[config.mk]
export PLATFORM = sky130hd
export DESIGN_NAME = uart_resp_tx
export DESIGN_NICKNAME = d
export VERILOG_FILES = /design/src/rtl/uart_cmd_pkg.sv /design/src/rtl/uart_tx_fifo.sv /design/src/rtl/uart_resp_tx.sv
export SDC_FILE = /design/constraint.sdc
export NUM_CORES = 1
export LEC_CHECK = 0
export BUFFER_PORTS_ARGS = -buffer_cell sky130_fd_sc_hd__buf_2
export CAP_MARGIN = 20
export CORE_UTILIZATION = 54
export DETAILED_ROUTE_END_ITERATION = 16
export GPL_ROUTABILITY_DRIVEN = 1
export GPL_TIMING_DRIVEN = 0
export PLACE_DENSITY = 0.75
export SLEW_MARGIN = 5
export SYNTH_ARGS = -nofsm -noshare
export SYNTH_HDL_FRONTEND = slang
export SYNTH_SLANG_ARGS = --single-unit
[constraint.sdc]
create_clock -name clk -period 1.96 [get_ports clk]
set_input_delay 0.098 -clock clk [delete_from_list [all_inputs] [get_ports clk]]
set_output_delay 0.098 -clock clk [all_outputs]
set_load 0.01 [all_outputs]
[src/rtl/uart_cmd_pkg.sv]
// Shared types and constants for the UART command/response path.
// Build option: define UART_TX_PARITY_EN to add an even-parity bit to each transmitted frame.
package uart_cmd_pkg;

  localparam int DEFAULT_CLKS_PER_BIT = 8;

  localparam logic [7:0] CMD_LED_ON   = 8'hA1;
  localparam logic [7:0] CMD_LED_OFF  = 8'hA2;
  localparam logic [7:0] CMD_READ_LED = 8'hB1;
  localparam logic [7:0] CMD_RESET    = 8'hC1;

  typedef enum logic [2:0] {
    TX_IDLE   = 3'd0,
    TX_START  = 3'd1,
    TX_DATA   = 3'd2,
`ifdef UART_TX_PARITY_EN
    TX_PARITY = 3'd3,
`endif
    TX_STOP   = 3'd4
  } tx_state_t;

  function automatic logic even_parity(input logic [7:0] b);
    return ^b;
  endfunction

endpackage

[src/rtl/uart_tx_fifo.sv]
// Response byte FIFO: registered read/write pointers with an extra wrap bit
// so that full and empty can be told apart when the indices match.
module uart_tx_fifo #(
  parameter int DEPTH = 4,
  parameter int WIDTH = 8
) (
  input  logic             clk,
  input  logic             rst,
  input  logic             push,
  input  logic [WIDTH-1:0] wdata,
  input  logic             pop,
  output logic [WIDTH-1:0] rdata,
  output logic             full,
  output logic             empty
);

  localparam int AW = $clog2(DEPTH);

  logic [AW:0]      wr_ptr;
  logic [AW:0]      rd_ptr;
  logic [WIDTH-1:0] mem [DEPTH];
  logic             do_push;
  logic             do_pop;

  assign do_push = push && !full;
  assign do_pop  = pop && !empty;
  assign empty   = (wr_ptr == rd_ptr);
  assign full    = (wr_ptr[AW] != rd_ptr[AW]) && (wr_ptr[AW-1:0] == rd_ptr[AW-1:0]);
  assign rdata   = mem[rd_ptr[AW-1:0]];

  // pointer update; a simultaneous push and pop both advance
  always_ff @(posedge clk or negedge rst) begin
    if (!rst) begin
      wr_ptr <= '0;
      rd_ptr <= '0;
    end else begin
      if (do_push) wr_ptr <= wr_ptr + (AW+1)'(1);
      if (do_pop)  rd_ptr <= rd_ptr + (AW+1)'(1);
    end
  end

  // storage write
  always_ff @(posedge clk) begin
    if (do_push) mem[wr_ptr[AW-1:0]] <= wdata;
  end

endmodule

[src/rtl/uart_resp_tx.sv]
// UART response transmitter: FIFO-buffered bytes sent 8N1, LSB first, back to back.
// Build option: UART_TX_PARITY_EN inserts an even-parity bit between data and stop.
module uart_resp_tx
  import uart_cmd_pkg::*;
#(
  parameter int CLKS_PER_BIT = DEFAULT_CLKS_PER_BIT,
  parameter int FIFO_DEPTH   = 4
) (
  input  logic       clk,
  input  logic       rst,
  input  logic       resp_valid,
  input  logic [7:0] resp_data,
  output logic       resp_ready,
  output logic       tx,
  output logic       busy
);

  localparam int BW = (CLKS_PER_BIT > 1) ? $clog2(CLKS_PER_BIT) : 1;
  localparam logic [BW-1:0] BAUD_LAST = BW'(CLKS_PER_BIT - 1);

  tx_state_t     state;
  logic [BW-1:0] baud;
  logic [2:0]    bit_idx;
  logic [2:0]    next_idx;
  logic [7:0]    shift;
  logic          baud_end;
  logic          fifo_full;
  logic          fifo_empty;
  logic [7:0]    fifo_rdata;
  logic          push;
  logic          pop;

  assign resp_ready = !fifo_full;
  assign push       = resp_valid && !fifo_full;
  assign baud_end   = (baud == BAUD_LAST);
  assign next_idx   = bit_idx + 3'd1;

  uart_tx_fifo #(.DEPTH(FIFO_DEPTH), .WIDTH(8)) u_fifo (
    .clk   (clk),
    .rst   (rst),
    .push  (push),
    .wdata (resp_data),
    .pop   (pop),
    .rdata (fifo_rdata),
    .full  (fifo_full),
    .empty (fifo_empty)
  );

  // pop when idle, or at the end of a stop bit so the next start follows with no gap
  always_comb begin
    pop = 1'b0;
    if (fifo_empty) begin
      pop = 1'b0;
    end else if (state == TX_IDLE) begin
      pop = 1'b1;
    end else if ((state == TX_STOP) && baud_end) begin
      pop = 1'b1;
    end else begin
      pop = 1'b0;
    end
  end

  // frame FSM with registered tx and busy
  always_ff @(posedge clk or negedge rst) begin
    if (!rst) begin
      state   <= TX_IDLE;
      baud    <= '0;
      bit_idx <= 3'd0;
      shift   <= 8'h00;
      tx      <= 1'b1;
      busy    <= 1'b0;
    end else begin
      case (state)
        TX_IDLE: begin
          baud    <= '0;
          bit_idx <= 3'd0;
          if (pop) begin
            shift <= fifo_rdata;
            state <= TX_START;
            tx    <= 1'b0;
            busy  <= 1'b1;
          end else begin
            tx   <= 1'b1;
            busy <= push;
          end
        end
        TX_START: begin
          if (baud_end) begin
            baud    <= '0;
            bit_idx <= 3'd0;
            tx      <= shift[0];
            state   <= TX_DATA;
          end else begin
            baud <= baud + BW'(1);
          end
        end
        TX_DATA: begin
          if (baud_end) begin
            baud    <= '0;
            bit_idx <= next_idx;
            if (bit_idx == 3'd7) begin
`ifdef UART_TX_PARITY_EN
              state <= TX_PARITY;
              tx    <= even_parity(shift);
`else
              state <= TX_STOP;
              tx    <= 1'b1;
`endif
            end else begin
              tx <= shift[next_idx];
            end
          end else begin
            baud <= baud + BW'(1);
          end
        end
`ifdef UART_TX_PARITY_EN
        TX_PARITY: begin
          if (baud_end) begin
            baud  <= '0;
            state <= TX_STOP;
            tx    <= 1'b1;
          end else begin
            baud <= baud + BW'(1);
          end
        end
`endif
        TX_STOP: begin
          if (baud_end) begin
            baud <= '0;
            if (pop) begin
              shift <= fifo_rdata;
              state <= TX_START;
              tx    <= 1'b0;
            end else begin
              state <= TX_IDLE;
              tx    <= 1'b1;
              busy  <= push;
            end
          end else begin
            baud <= baud + BW'(1);
          end
        end
        default: begin
          state   <= TX_IDLE;
          baud    <= '0;
          bit_idx <= 3'd0;
          tx      <= 1'b1;
          busy    <= 1'b0;
        end
      endcase
    end
  end

endmodule

==> results_dict.tcl <==
set metrics [dict create \
    outcome "finished, final reports clean" \
    h-tree-depth 3 \
    wl_mm 4.74 \
    wl_met3_um 141 \
    viasPerCell 5.86 \
    die_h_um 70.8 \
    arrival_ps 2160 \
    power.switching_mw 1.54 \
    fmax_mhz 518 \
    die_area_um2 5010 \
    p_per_area_nw_per_um2 1490 \
    port_buffers 13 \
    routabilityCongestion 0.750 \
    maxCapViolations 0 \
    diodes 0 \
    grt.total_usage_pct 21.1 \
    synth_top_area_cell "edfxtp_1" \
    period_needed_ps 1930 \
    drtIter0Drc 83 \
    worstSetupPathType "register to register" \
    cts_root_buf "clkbuf_8" \
    setup_viol 0 \
    cp_max_fo 5 \
    cp_slowest_cell "or4_4" \
    critPathLaunchType "register" \
    peakVddDrop_mv 0.802 \
    clk_latency_ps 340 \
    core-area_um2 4440 \
    clock-sinks 57 \
    internal-power_mw 3.11 \
    path_clk_slew_ps 70 \
    wl_met1_mm 1.99 \
    yosys-top-cells-count "32 x edfxtp_1, 24 x dfrtp_1, 11 x mux2_2" \
    row_count 24 \
    yosysSeqAreaShare_pct 62.1 \
    synth_cell_types 38 \
    dpl.hpwl_mm 2.95 \
    path_cells "xor2_1 > or4_4 > mux2_4 > a221o_1" \
    highest_layer "met4" \
    synth_most_common_cell "edfxtp_1" \
    rsz0062_at_grt "yes" \
    synth_edf_count 32 \
    dr_wl_met2_mm 2.50 \
    p_leak_nw 1.21 \
    synth_area_um2 2560 \
    switching_share_pct 33.1 \
    io_pins 14 \
    fillers 291 \
    drc 0 \
    fin_worst_skew_ps 7.93 \
    cts_buffer_depth 2 \
    tns_ps 0 \
    synthAdderAreaFrac_pct 4.41 \
    p_clk_share_pct 23.2 \
    period_share_pct 98.5 \
    p_seq_share_pct 40.6 \
    synthDominantCellAreaShare_pct 37.6 \
    drive_above_1_share_pct 39.3 \
    end_kind "register" \
    grt-ovfl-total 0 \
    nets 226 \
    die-width_um 70.8 \
    antenna_left 0 \
    slew_viol_final 0 \
    antenna_found_initial 0 \
    netlist_top_cells_area "edfxtp_1 38%, dfrtp_1 23%, mux4_2 8.8%, mux2_2 4.8%, ha_1 4.4%" \
    fin_util_pct 70.3 \
    async_flop_share_pct 43.9 \
    muxShareOfSynthArea_pct 14.6 \
    cts_tree "done" \
    grt_max_degree 26 \
    synth_xor_area_share_pct 3.72 \
    synth_compound_area_share_pct 7.39 \
    netlist_instances 165 \
    grt_pass1_vias 1642 \
    area_growth_pct 22.2 \
    syn_area_per_cell_um2 15.5 \
    syn_nets 185 \
    vias 1540 \
    fin_hold_ws_ps 159 \
    relSlewSlack_pct 61.9 \
    worst-slew-pin-transition_ps 571 \
    synth_top_family_by_area "multiplexers" \
    hold_path.class "primary input to register" \
    grt_pass1_wl_mm 7.57 \
    synthSimpleGateAreaFrac_pct 6.07 \
    critPathMaxStageDelay_ps 550 \
    dr.pass1.iters 6 \
    avgRoutedWirePerCell_um 18.0 \
    power_mw 4.66 \
    p_comb_share_pct 36.2 \
    synth_warnings 0 \
    hold_viol_final 0 \
    initial_core_util_pct 57.5 \
    synth_flop_cell "edfxtp_1" \
    cp.required_ps 2190 \
    numCtsBuffers 9 \
    ys_ff_latch 57 \
]
==> registers in the layout, indices dropped and copies added, names as in the netlist <==
register and count:
baud 3, u_fifo.mem 32, u_fifo.wr_ptr 3, shift 8
bit_idx 3, state 3, tx 1, u_fifo.rd_ptr 3
busy 1
==> worst paths after layout <==
kind                                  startpoint          endpoint  slack, ps  cells after the start
worst min-delay path                  resp_valid              busy        160                      3
worst max register to register  u_fifo.wr_ptr[0]              busy         30                      4
worst min register to register          shift[3]          shift[3]        510                      1
worst max-delay path            u_fifo.wr_ptr[0]              busy         30                      4
max in group asynchronous                    rst  u_fifo.wr_ptr[2]       1260                      2
min in group asynchronous                    rst              busy        280                      2
==> cells by family after synthesis <==
family | Yosys count
AO/OA/AOI/OAI | 26
XOR/XNOR | 10
adder cells (fa/ha/maj) | 9
buffers and inverters | 10
flip-flops | 57
multiplexers | 23
AND/OR/NAND/NOR | 30
==> worst max-delay path, delay by kind of cell (launching register included) <==
family                    cells  cell delay, ps
and+or+nand+nor               1             550
DFF                           1             460
muxes                         1             310
AOI/OAI and AO/OA             1             290
xor gates and xnor gates      1             200
==> through the flow <==
stage | setup WS [ps] | cells | instance area (um2)
2_1_floorplan | 8.94 | 165 | 2560
3_3_place_gp | -153 | 230 | 2690
3_5_place_dp | -234 | 230 | 2690
4_1_cts | 3.17 | 257 | 3060
5_1_grt | -38.6 | 263 | 3120
6_report | 28.4 | 263 | 3120
==> power groups by stage <==
stage | Sequential (mW) | Clock (mW) | Combinational (mW)
floorplan | 1.84 | 0 | 1.07
global placement | 1.86 | 0 | 1.31
detailed placement | 1.89 | 0 | 1.39
CTS | 1.89 | 1.09 | 1.53
global route | 1.93 | 1.13 | 1.82
finish | 1.89 | 1.08 | 1.68
==> routing by layer <==
layer	track usage, %	vias up
met4	12.2	0
met3	5.27	10
li1	-	716
met2	35.9	36
met5	0	-
met1	24.4	778
==> layout by cell type (no fill, tap or decap), drive strengths merged, types with 2 or more instances in the layout <==
cell         count
and2             7
mux4            10
nand2            7
nor2b            3
clkbuf          14
clkinvlp         2
dlygate4sd3      9
xor2             5
clkinv           4
o311a            2
o21ai            6
mux2            12
ha               9
a21oi            4
a22oi            5
inv              4
edfxtp          32
buf             22
xnor2            5
dfrtp           24
nor2             8
==> timing repair <==
item | 4_1_cts | 5_1_grt
setup buffers | 2 | 6
gates resized for setup | 14 | 8
pin swaps | 5 | 1
setup endpoints to repair | 44 | 45
hold buffers | 9 | 0
endpoints found under the hold margin | 56 | 0
==> cell type report <==
cell class | count | area [um2] | share of cell area (%)
Buffer | 6 | 30.0 | 0.961
Clock buffer | 9 | 124 | 3.96
Clock inverter | 7 | 71.3 | 2.28
Inverter | 4 | 15.0 | 0.481
Multi-Input combinational cell | 98 | 998 | 32.0
Sequential cell | 57 | 1590 | 51.0
Tap cell | 52 | 65.1 | 2.08
Timing Repair Buffer | 30 | 228 | 7.29
Note: power is estimated with default switching activity, not from simulation.
